File: src/rtl/gorev_planlayici_if.sv
// Handshake bundle between the filter task scheduler and its surroundings.
// The slave modport is the scheduler's view. The master modport is the view of
// the environment that issues tasks and hosts the filter datapath.
interface gorev_planlayici_if #(
   parameter int COEF_BIT = 8,
   parameter int ROW_W    = 4,
   parameter int COL_W    = 4
) ();
   logic                gorev_gecerli_i;
   logic [1:0]          gorev_kod_i;
   logic                gorev_hazir_o;
   logic                gorev_iptal_i;
   logic                cfg_gecerli_o;
   logic [3:0]          cfg_idx_o;
   logic [COEF_BIT-1:0] cfg_veri_o;
   logic                cfg_hazir_i;
   logic                blok_gecerli_o;
   logic [ROW_W-1:0]    blok_row_o;
   logic [COL_W-1:0]    blok_col_o;
   logic                blok_hazir_i;
   logic                res_gecerli_i;
   logic                res_hazir_i;
   logic                gorev_aktif_o;
   logic                res_bitti_o;
   logic                hata_o;

   modport slave (
      input  gorev_gecerli_i, gorev_kod_i, gorev_iptal_i, cfg_hazir_i,
             blok_hazir_i, res_gecerli_i, res_hazir_i,
      output gorev_hazir_o, cfg_gecerli_o, cfg_idx_o, cfg_veri_o,
             blok_gecerli_o, blok_row_o, blok_col_o, gorev_aktif_o,
             res_bitti_o, hata_o
   );

   modport master (
      output gorev_gecerli_i, gorev_kod_i, gorev_iptal_i, cfg_hazir_i,
             blok_hazir_i, res_gecerli_i, res_hazir_i,
      input  gorev_hazir_o, cfg_gecerli_o, cfg_idx_o, cfg_veri_o,
             blok_gecerli_o, blok_row_o, blok_col_o, gorev_aktif_o,
             res_bitti_o, hata_o
   );
endinterface

File: src/rtl/gorev_planlayici.sv
// gorev_planlayici: task scheduler for the post-IDCT filter unit.
// It accepts one filter task per image and streams the 3x3 kernel plus the
// output shift into the datapath. It then requests image blocks in raster
// order, counts result pixels per block, and pulses res_bitti_o at frame end.
// Optional block watchdog: define GOREV_ZAMANASIMI_EN.
module gorev_planlayici #(
   parameter int PIXEL_BIT      = 8,
   parameter int COEF_BIT       = 8,
   parameter int BLOCK_SIZE     = 8,
   parameter int IMG_ROW_BLOCKS = 16,
   parameter int IMG_COL_BLOCKS = 16,
   parameter int ZAMANASIMI_LIM = 4096
) (
   input logic               clk_i,
   input logic               rst_i,
   gorev_planlayici_if.slave bus
);

   localparam int AREA  = BLOCK_SIZE * BLOCK_SIZE;
   localparam int PIX_W = $clog2(AREA) + 1;
   localparam int ROW_W = (IMG_ROW_BLOCKS > 1) ? $clog2(IMG_ROW_BLOCKS) : 1;
   localparam int COL_W = (IMG_COL_BLOCKS > 1) ? $clog2(IMG_COL_BLOCKS) : 1;

   localparam logic [PIX_W-1:0] PIX_LAST = PIX_W'(AREA - 1);
   localparam logic [ROW_W-1:0] ROW_LAST = ROW_W'(IMG_ROW_BLOCKS - 1);
   localparam logic [COL_W-1:0] COL_LAST = COL_W'(IMG_COL_BLOCKS - 1);
   localparam logic [3:0]       IDX_SHIFT = 4'd9;

   // Reject parameter sets the datapath cannot represent. The gaussian shift
   // of 4 needs a signed 4-bit coefficient, and the watchdog needs at least
   // two counts.
   if (PIXEL_BIT < 1 || COEF_BIT < 4 || BLOCK_SIZE < 1 || IMG_ROW_BLOCKS < 1 ||
       IMG_COL_BLOCKS < 1 || ZAMANASIMI_LIM < 2) begin : g_param_hata
      $error("gorev_planlayici: invalid parameter set");
   end

   typedef enum logic [2:0] {
      BOSTA,
      YAPILANDIR,
      BLOK_ISTE,
      BLOK_BEKLE,
      BITTI
   } durum_t;

   durum_t              r_state, w_state_next;
   logic [1:0]          r_kod, w_kod_next;
   logic [3:0]          r_idx, w_idx_next;
   logic [ROW_W-1:0]    r_row, w_row_next;
   logic [COL_W-1:0]    r_col, w_col_next;
   logic [PIX_W-1:0]    r_pix, w_pix_next;
   logic                r_hata, w_hata_next;

   logic                r_gorev_hazir;
   logic                r_cfg_gecerli;
   logic [COEF_BIT-1:0] r_cfg_veri;
   logic                r_blok_gecerli;
   logic                r_aktif;
   logic                r_bitti;

   logic                w_gorev_hs;
   logic                w_cfg_hs;
   logic                w_blok_hs;
   logic                w_res_hs;
   logic                w_son_blok;

`ifdef GOREV_ZAMANASIMI_EN
   localparam int WD_W = $clog2(ZAMANASIMI_LIM);
   localparam logic [WD_W-1:0] WD_LAST = WD_W'(ZAMANASIMI_LIM - 1);
   logic [WD_W-1:0]     r_wd, w_wd_next;
`endif

   // Returns the kernel coefficient (index 0..8, row-major) or the shift
   // amount (index 9) for each task code.
   function automatic logic [COEF_BIT-1:0] f_coef(input logic [1:0] kod, input logic [3:0] idx);
      int v;
      v = 0;
      case (kod)
         2'd0: case (idx)
                  4'd0, 4'd6: v = -1;
                  4'd2, 4'd8: v = 1;
                  4'd3:       v = -2;
                  4'd5:       v = 2;
                  default:    v = 0;
               endcase
         2'd1: case (idx)
                  4'd0, 4'd2: v = -1;
                  4'd1:       v = -2;
                  4'd6, 4'd8: v = 1;
                  4'd7:       v = 2;
                  default:    v = 0;
               endcase
         2'd2: case (idx)
                  4'd0, 4'd2, 4'd6, 4'd8: v = 1;
                  4'd1, 4'd3, 4'd5, 4'd7: v = 2;
                  4'd4, 4'd9:             v = 4;
                  default:                v = 0;
               endcase
         default: v = (idx == 4'd4) ? 1 : 0;
      endcase
      return COEF_BIT'(v);
   endfunction

   assign w_gorev_hs = r_gorev_hazir && bus.gorev_gecerli_i;
   assign w_cfg_hs   = r_cfg_gecerli && bus.cfg_hazir_i;
   assign w_blok_hs  = r_blok_gecerli && bus.blok_hazir_i;
   assign w_res_hs   = bus.res_gecerli_i && bus.res_hazir_i;
   assign w_son_blok = (r_row == ROW_LAST) && (r_col == COL_LAST);

   // State register.
   always_ff @(posedge clk_i) begin
      if (rst_i) r_state <= BOSTA;
      else       r_state <= w_state_next;
   end

   // Next-state logic and counter updates. Abort overrides any transfer seen
   // in the same cycle. Stray result handshakes are flagged last, so a stray
   // pixel on the accept cycle still leaves the error flag set.
   always_comb begin
      w_state_next = r_state;
      w_kod_next   = r_kod;
      w_idx_next   = r_idx;
      w_row_next   = r_row;
      w_col_next   = r_col;
      w_pix_next   = r_pix;
      w_hata_next  = r_hata;
`ifdef GOREV_ZAMANASIMI_EN
      w_wd_next    = '0;
`endif

      case (r_state)
         BOSTA: begin
            if (w_gorev_hs) begin
               w_state_next = YAPILANDIR;
               w_kod_next   = bus.gorev_kod_i;
               w_idx_next   = 4'd0;
               w_hata_next  = 1'b0;
            end
         end
         YAPILANDIR: begin
            if (w_cfg_hs) begin
               if (r_idx == IDX_SHIFT) begin
                  w_state_next = BLOK_ISTE;
                  w_idx_next   = 4'd0;
                  w_row_next   = '0;
                  w_col_next   = '0;
               end else begin
                  w_idx_next = r_idx + 4'd1;
               end
            end
         end
         BLOK_ISTE: begin
            if (w_blok_hs) begin
               w_state_next = BLOK_BEKLE;
               w_pix_next   = '0;
            end
         end
         BLOK_BEKLE: begin
            if (w_res_hs) begin
               if (r_pix == PIX_LAST) begin
                  w_pix_next = '0;
                  if (w_son_blok) begin
                     w_state_next = BITTI;
                  end else begin
                     w_state_next = BLOK_ISTE;
                     if (r_col == COL_LAST) begin
                        w_col_next = '0;
                        w_row_next = r_row + 1'b1;
                     end else begin
                        w_col_next = r_col + 1'b1;
                     end
                  end
               end else begin
                  w_pix_next = r_pix + 1'b1;
               end
            end
         end
         BITTI: begin
            w_state_next = BOSTA;
            w_row_next   = '0;
            w_col_next   = '0;
         end
         default: w_state_next = BOSTA;
      endcase

      if (bus.gorev_iptal_i && r_state != BOSTA) begin
         w_state_next = BOSTA;
         w_idx_next   = 4'd0;
         w_row_next   = '0;
         w_col_next   = '0;
         w_pix_next   = '0;
      end

`ifdef GOREV_ZAMANASIMI_EN
      if ((r_state == BLOK_ISTE || r_state == BLOK_BEKLE) && w_state_next == r_state &&
          !w_blok_hs && !w_res_hs) begin
         if (r_wd == WD_LAST) begin
            w_state_next = BOSTA;
            w_row_next   = '0;
            w_col_next   = '0;
            w_pix_next   = '0;
            w_hata_next  = 1'b1;
         end else begin
            w_wd_next = r_wd + 1'b1;
         end
      end
`endif

      if (w_res_hs && r_state != BLOK_BEKLE) w_hata_next = 1'b1;
   end

   // Datapath counters and registered outputs. All outputs are decoded from
   // the next state so they appear together with the state they describe.
   always_ff @(posedge clk_i) begin
      if (rst_i) begin
         r_kod          <= 2'd0;
         r_idx          <= 4'd0;
         r_row          <= '0;
         r_col          <= '0;
         r_pix          <= '0;
         r_hata         <= 1'b0;
         r_gorev_hazir  <= 1'b1;
         r_cfg_gecerli  <= 1'b0;
         r_cfg_veri     <= '0;
         r_blok_gecerli <= 1'b0;
         r_aktif        <= 1'b0;
         r_bitti        <= 1'b0;
      end else begin
         r_kod          <= w_kod_next;
         r_idx          <= w_idx_next;
         r_row          <= w_row_next;
         r_col          <= w_col_next;
         r_pix          <= w_pix_next;
         r_hata         <= w_hata_next;
         r_gorev_hazir  <= (w_state_next == BOSTA);
         r_cfg_gecerli  <= (w_state_next == YAPILANDIR);
         r_cfg_veri     <= (w_state_next == YAPILANDIR) ? f_coef(w_kod_next, w_idx_next) : '0;
         r_blok_gecerli <= (w_state_next == BLOK_ISTE);
         r_aktif        <= (w_state_next != BOSTA);
         r_bitti        <= (w_state_next == BITTI);
      end
   end

`ifdef GOREV_ZAMANASIMI_EN
   // Idle-cycle counter for the watchdog; cleared on state entry and on
   // every block or result transfer.
   always_ff @(posedge clk_i) begin
      if (rst_i) r_wd <= '0;
      else       r_wd <= w_wd_next;
   end
`endif

   assign bus.gorev_hazir_o  = r_gorev_hazir;
   assign bus.cfg_gecerli_o  = r_cfg_gecerli;
   assign bus.cfg_idx_o      = r_idx;
   assign bus.cfg_veri_o     = r_cfg_veri;
   assign bus.blok_gecerli_o = r_blok_gecerli;
   assign bus.blok_row_o     = r_row;
   assign bus.blok_col_o     = r_col;
   assign bus.gorev_aktif_o  = r_aktif;
   assign bus.res_bitti_o    = r_bitti;
   assign bus.hata_o         = r_hata;

endmodule

File: src/flat_wrapper.sv
// flat-port wrapper written by rule: the top's interface ports become plain ports
module gorev_planlayici_flat 
#(
   parameter int PIXEL_BIT      = 8,
   parameter int COEF_BIT       = 8,
   parameter int BLOCK_SIZE     = 8,
   parameter int IMG_ROW_BLOCKS = 16,
   parameter int IMG_COL_BLOCKS = 16,
   parameter int ZAMANASIMI_LIM = 4096
)
  (clk_i, rst_i, bus_gorev_gecerli_i, bus_gorev_kod_i, bus_gorev_iptal_i, bus_cfg_hazir_i, bus_blok_hazir_i, bus_res_gecerli_i, bus_res_hazir_i, bus_gorev_hazir_o, bus_cfg_gecerli_o, bus_cfg_idx_o, bus_cfg_veri_o, bus_blok_gecerli_o, bus_blok_row_o, bus_blok_col_o, bus_gorev_aktif_o, bus_res_bitti_o, bus_hata_o);
  gorev_planlayici_if #(.COEF_BIT(COEF_BIT), .ROW_W(4), .COL_W(4)) bus_i ();
  input logic clk_i;
  input logic rst_i;
  input wire logic [$bits(bus_i.gorev_gecerli_i)-1:0] bus_gorev_gecerli_i;
  input wire logic [$bits(bus_i.gorev_kod_i)-1:0] bus_gorev_kod_i;
  input wire logic [$bits(bus_i.gorev_iptal_i)-1:0] bus_gorev_iptal_i;
  input wire logic [$bits(bus_i.cfg_hazir_i)-1:0] bus_cfg_hazir_i;
  input wire logic [$bits(bus_i.blok_hazir_i)-1:0] bus_blok_hazir_i;
  input wire logic [$bits(bus_i.res_gecerli_i)-1:0] bus_res_gecerli_i;
  input wire logic [$bits(bus_i.res_hazir_i)-1:0] bus_res_hazir_i;
  output wire logic [$bits(bus_i.gorev_hazir_o)-1:0] bus_gorev_hazir_o;
  output wire logic [$bits(bus_i.cfg_gecerli_o)-1:0] bus_cfg_gecerli_o;
  output wire logic [$bits(bus_i.cfg_idx_o)-1:0] bus_cfg_idx_o;
  output wire logic [$bits(bus_i.cfg_veri_o)-1:0] bus_cfg_veri_o;
  output wire logic [$bits(bus_i.blok_gecerli_o)-1:0] bus_blok_gecerli_o;
  output wire logic [$bits(bus_i.blok_row_o)-1:0] bus_blok_row_o;
  output wire logic [$bits(bus_i.blok_col_o)-1:0] bus_blok_col_o;
  output wire logic [$bits(bus_i.gorev_aktif_o)-1:0] bus_gorev_aktif_o;
  output wire logic [$bits(bus_i.res_bitti_o)-1:0] bus_res_bitti_o;
  output wire logic [$bits(bus_i.hata_o)-1:0] bus_hata_o;
  assign bus_i.gorev_gecerli_i = bus_gorev_gecerli_i;
  assign bus_i.gorev_kod_i = bus_gorev_kod_i;
  assign bus_i.gorev_iptal_i = bus_gorev_iptal_i;
  assign bus_i.cfg_hazir_i = bus_cfg_hazir_i;
  assign bus_i.blok_hazir_i = bus_blok_hazir_i;
  assign bus_i.res_gecerli_i = bus_res_gecerli_i;
  assign bus_i.res_hazir_i = bus_res_hazir_i;
  assign bus_gorev_hazir_o = bus_i.gorev_hazir_o;
  assign bus_cfg_gecerli_o = bus_i.cfg_gecerli_o;
  assign bus_cfg_idx_o = bus_i.cfg_idx_o;
  assign bus_cfg_veri_o = bus_i.cfg_veri_o;
  assign bus_blok_gecerli_o = bus_i.blok_gecerli_o;
  assign bus_blok_row_o = bus_i.blok_row_o;
  assign bus_blok_col_o = bus_i.blok_col_o;
  assign bus_gorev_aktif_o = bus_i.gorev_aktif_o;
  assign bus_res_bitti_o = bus_i.res_bitti_o;
  assign bus_hata_o = bus_i.hata_o;
  gorev_planlayici #(.PIXEL_BIT(PIXEL_BIT), .COEF_BIT(COEF_BIT), .BLOCK_SIZE(BLOCK_SIZE), .IMG_ROW_BLOCKS(IMG_ROW_BLOCKS), .IMG_COL_BLOCKS(IMG_COL_BLOCKS), .ZAMANASIMI_LIM(ZAMANASIMI_LIM)) u_core (.clk_i(clk_i), .rst_i(rst_i), .bus(bus_i));
endmodule
File: config.mk
export PLATFORM = sky130hd
export DESIGN_NAME = gorev_planlayici_flat
export DESIGN_NICKNAME = d
export VERILOG_FILES = /design/src/rtl/gorev_planlayici_if.sv /design/src/rtl/gorev_planlayici.sv /design/src/flat_wrapper.sv
export SDC_FILE = /design/constraint.sdc
export NUM_CORES = 1
export LEC_CHECK = 0
export ABC_AREA = 1
export CAP_MARGIN = 20
export CORE_AREA = 3 3 74 76
export CTS_BUF_LIST = sky130_fd_sc_hd__clkbuf_8
export CTS_CLUSTER_SIZE = 20
export DETAILED_ROUTE_END_ITERATION = 6
export DIE_AREA = 0 0 77 79
export PLACE_DENSITY = 0.7
export SYNTH_ARGS = -nofsm -noshare
export SYNTH_HDL_FRONTEND = slang
export SYNTH_SLANG_ARGS = --single-unit
export TNS_END_PERCENT = 30
File: constraint.sdc
create_clock -name clk_i -period 3.4 [get_ports clk_i]
set_input_delay 0.68 -clock clk_i [delete_from_list [all_inputs] [get_ports clk_i]]
set_output_delay 0.68 -clock clk_i [all_outputs]
set_load 0.01 [all_outputs]
==> results.yml <==
status:
  status: "finished clean"
layout:
  final_cell_mix: "nand2_1 (64), nor2_1 (38), clkdlybuf4s50_1 (35)"
  instances_no_fill: 382
  diodes: 0
  areaGrowthSynthToFinish_pct: 24.68
  final_common_cell: "nand2_1"
  ff_latch_area_um2: 680.7
  drive_gt1_share_pct: 15.56
  nNetsFinal: 330
  multiInputGateArea_um2: 1100
  nFillCells: 482
sta:
  skew_ps: 6.118
  worstMarginPinSlew_ps: 525.7
  fin_setup_tns_ps: 0
  timing.final.ws_setup_ps: 1229
  fmax_ghz: 0.4605
  min_period_ps: 2171
  fin_crit_sh_pct: 63.87
  rsz0062_at_grt: "false"
  setup_violations: 0
  maxSlewHeadroom_pct: 64.85
  finalHoldViolations: 0
  slew_violations: 0
setup_path:
  crit_type: "input pin to flip-flop"
  cp-start-kind: "input pin"
  path_cells: "clkdlybuf4s50_1, nand2_1, inv_1, nand3_4, nand2_1, nand2_1, nand2_1, nor2_4, nor2_1, nor2_1, nand2_1, nand2_1, nand2_1, nand3_1, nand2_1, inv_1"
  rrSetupSlack_ps: 1450
  crit_slowest_cell: "clkdlybuf4s50_1"
  required_ps: 3590
  critical_path.max_stage_delay_ps: 450
  crit_family: "simple AND/OR/NAND/NOR gates"
  crit_path_max_fanout: 9
  crit_buf_inv: 3
  worst_ep_arrival_time_ps: 2360
  end_kind: "flip-flop"
  crit_path_frequent_cell: "nand2_1"
synthesis:
  synthCells: 278
  yosysWarningCount: 0
  ys_top_cells_by_area: "dfxtp_1 (35%), nand2_1 (12%), nor2_1 (7.3%), a21oi_1 (4.6%), inv_1 (4.6%)"
  synth.top_cell.area_share_pct: 35.05
  syn_area_um2: 1942
  seq_area_frac_synth_pct: 35.05
  synthesis.nets: 293
  avgSynthCellArea_um2: 6.985
  synth_seq_cells: 34
  yosysUniqueCellTypes: 35
  synth_top_cell_by_area: "dfxtp_1"
clocking:
  clk_pin_slew_ps: 60
  cts.sinks: 34
  clockBufferDepth: 2
  htreeDepth: 2
  cts_root_buf: "clkbuf_8"
  insertion_delay_ps: 290
  cts_tree: "built"
  cts_setup_buffers: 0
  cts-resized-gates: 0
  ctsHoldBuffers: 0
  cts_buffers: 5
placement:
  dp_slack_ps: 933.8
  placedCellCount: 375
  dp_hpwl_mm: 3.291
  gp_congestion: 0.8240
  port_buffers: 35
grt:
  grt_pass1_wl_mm: 7.196
  antenna_found_initial: 0
  grt_max_degree: 15
  grt.total_usage_pct: 14.74
  grt_pass1_vias: 1676
  grt_overflow: 0
power_and_ir_drop:
  power.density_nw_per_um2: 393.6
  power_uw: 952.9
  pwr-share-seq_pct: 46.1
  peakVddDrop_mv: 0.2474
  switchingPower_uw: 293.4
  swShare_pct: 30.79
  p_int_uw: 659.5
  p_clk_share_pct: 29.7
  pwr-share-comb_pct: 24.2
  p_leak_nw: 1.009
die:
  die_w_um: 77
  core_area_um2: 4786
  initial_core_util_pct: 40.58
  die_h_um: 79
  pin_count: 36
  rows: 25
  design.die.area_um2: 6083
route:
  wl_per_cell_um: 10.91
  ant_nets: 0
  first_pass_iters: 4
  wirelength_mm: 4.169
  route.detailed.drc: 0
  via_count: 1803
  vias_per_cell: 4.720
  initialDrtViolationCount: 63
flow_run:
  drv_cap: 0
hold_path:
  holdCritPathClass: "flip-flop to flip-flop"
-- worst reg2reg max path: stages, from the launching register on --
cell     delay, ps
dfxtp_1        430
inv_1           70
ha_1           270
nor2_1         100
nand2_1         50
nand2_1         60
nand2_1         70
nand2_1         60
nand2_1        100
nor2_1         210
nor2_1          70
nand2_1         80
nand2_1         50
nand2_1         70
nand3_1         70
nand2_1         70
inv_1           30
-- worst paths after layout --
check	start	end	cells after the start
worst max-delay path	bus_gorev_gecerli_i	u_core.bus.cfg_veri_o[1]	16
worst min-delay path	u_core.bus.hata_o	u_core.bus.hata_o	2
worst max register to register	u_core.bus.cfg_idx_o[1]	u_core.bus.cfg_veri_o[1]	16
worst min register to register	u_core.bus.hata_o	u_core.bus.hata_o	2
-- power groups by stage --
stage,clock (mW),sequential [mW],combinational [mW]
after floorplan,0,0.455,0.143
final,0.283,0.439,0.231
after detailed placement,0,0.449,0.230
after global placement,0,0.448,0.229
after CTS,0.290,0.440,0.232
after global routing,0.310,0.443,0.261
-- registers in the layout (all words and copies together), names as in the netlist --
signal / cells
u_core.bus.gorev_hazir_o: 1
u_core.bus.hata_o: 1
u_core.r_state: 3
u_core.bus.res_bitti_o: 1
u_core.bus.cfg_veri_o: 4
u_core.bus.blok_gecerli_o: 1
u_core.bus.cfg_idx_o: 4
u_core.bus.gorev_aktif_o: 1
u_core.bus.blok_col_o: 4
u_core.r_kod: 2
u_core.bus.cfg_gecerli_o: 1
u_core.bus.blok_row_o: 4
u_core.r_pix: 7
-- cell families after synthesis --
group	Yosys count	synth area share (%)
buffers and inverters	39	8.312
AOI/OAI and AO/OA	39	12.31
adders and majority gates	5	3.222
DFF	34	35.05
and+or+nand+nor	161	41.11
-- layout make-up --
cell class | count | area share, %
Multi-Input combinational cell | 205 | 45.43
Tap cell | 67 | 3.463
Clock inverter | 2 | 0.4134
Timing Repair Buffer | 35 | 14.47
Inverter | 34 | 5.271
Clock buffer | 5 | 2.842
Sequential cell | 34 | 28.11
-- cells in the mapped netlist, drive strengths merged --
cell type	count
nand3	21
o21ai	11
ha	5
a21oi	20
a2111oi	1
and2	1
inv	34
dfxtp	34
buf	4
nor2	53
o211ai	2
clkbuf	1
a21boi	1
nand4	5
nand2	70
a31oi	1
or2	1
o211a	1
nor3b	2
and3	1
nor3	7
o21a	1
o21bai	1
-- metal layers --
layer  wire (um)  part of all wire [%]  vias up  track usage, %
li1            -                     -      978               -
met1        2116                    51      777           18.58
met2        1771                    42       42           23.69
met3         201                   4.8        6           3.968
met4          79                   1.9        0           6.406
met5           0                     0        -               0
-- stage by stage --
step | util [%] | hold WS (ps) | instance area (um2)
after global routing | 50.59 | 496.6 | 2421
after detailed placement | 48.94 | 463.8 | 2342
final | 50.59 | 472.8 | 2421
after CTS | 50.59 | 476.9 | 2421
after floorplan | - | 447.5 | 1942
after global placement | 48.94 | 461.9 | 2342
Power figures use the tool's default switching activity.
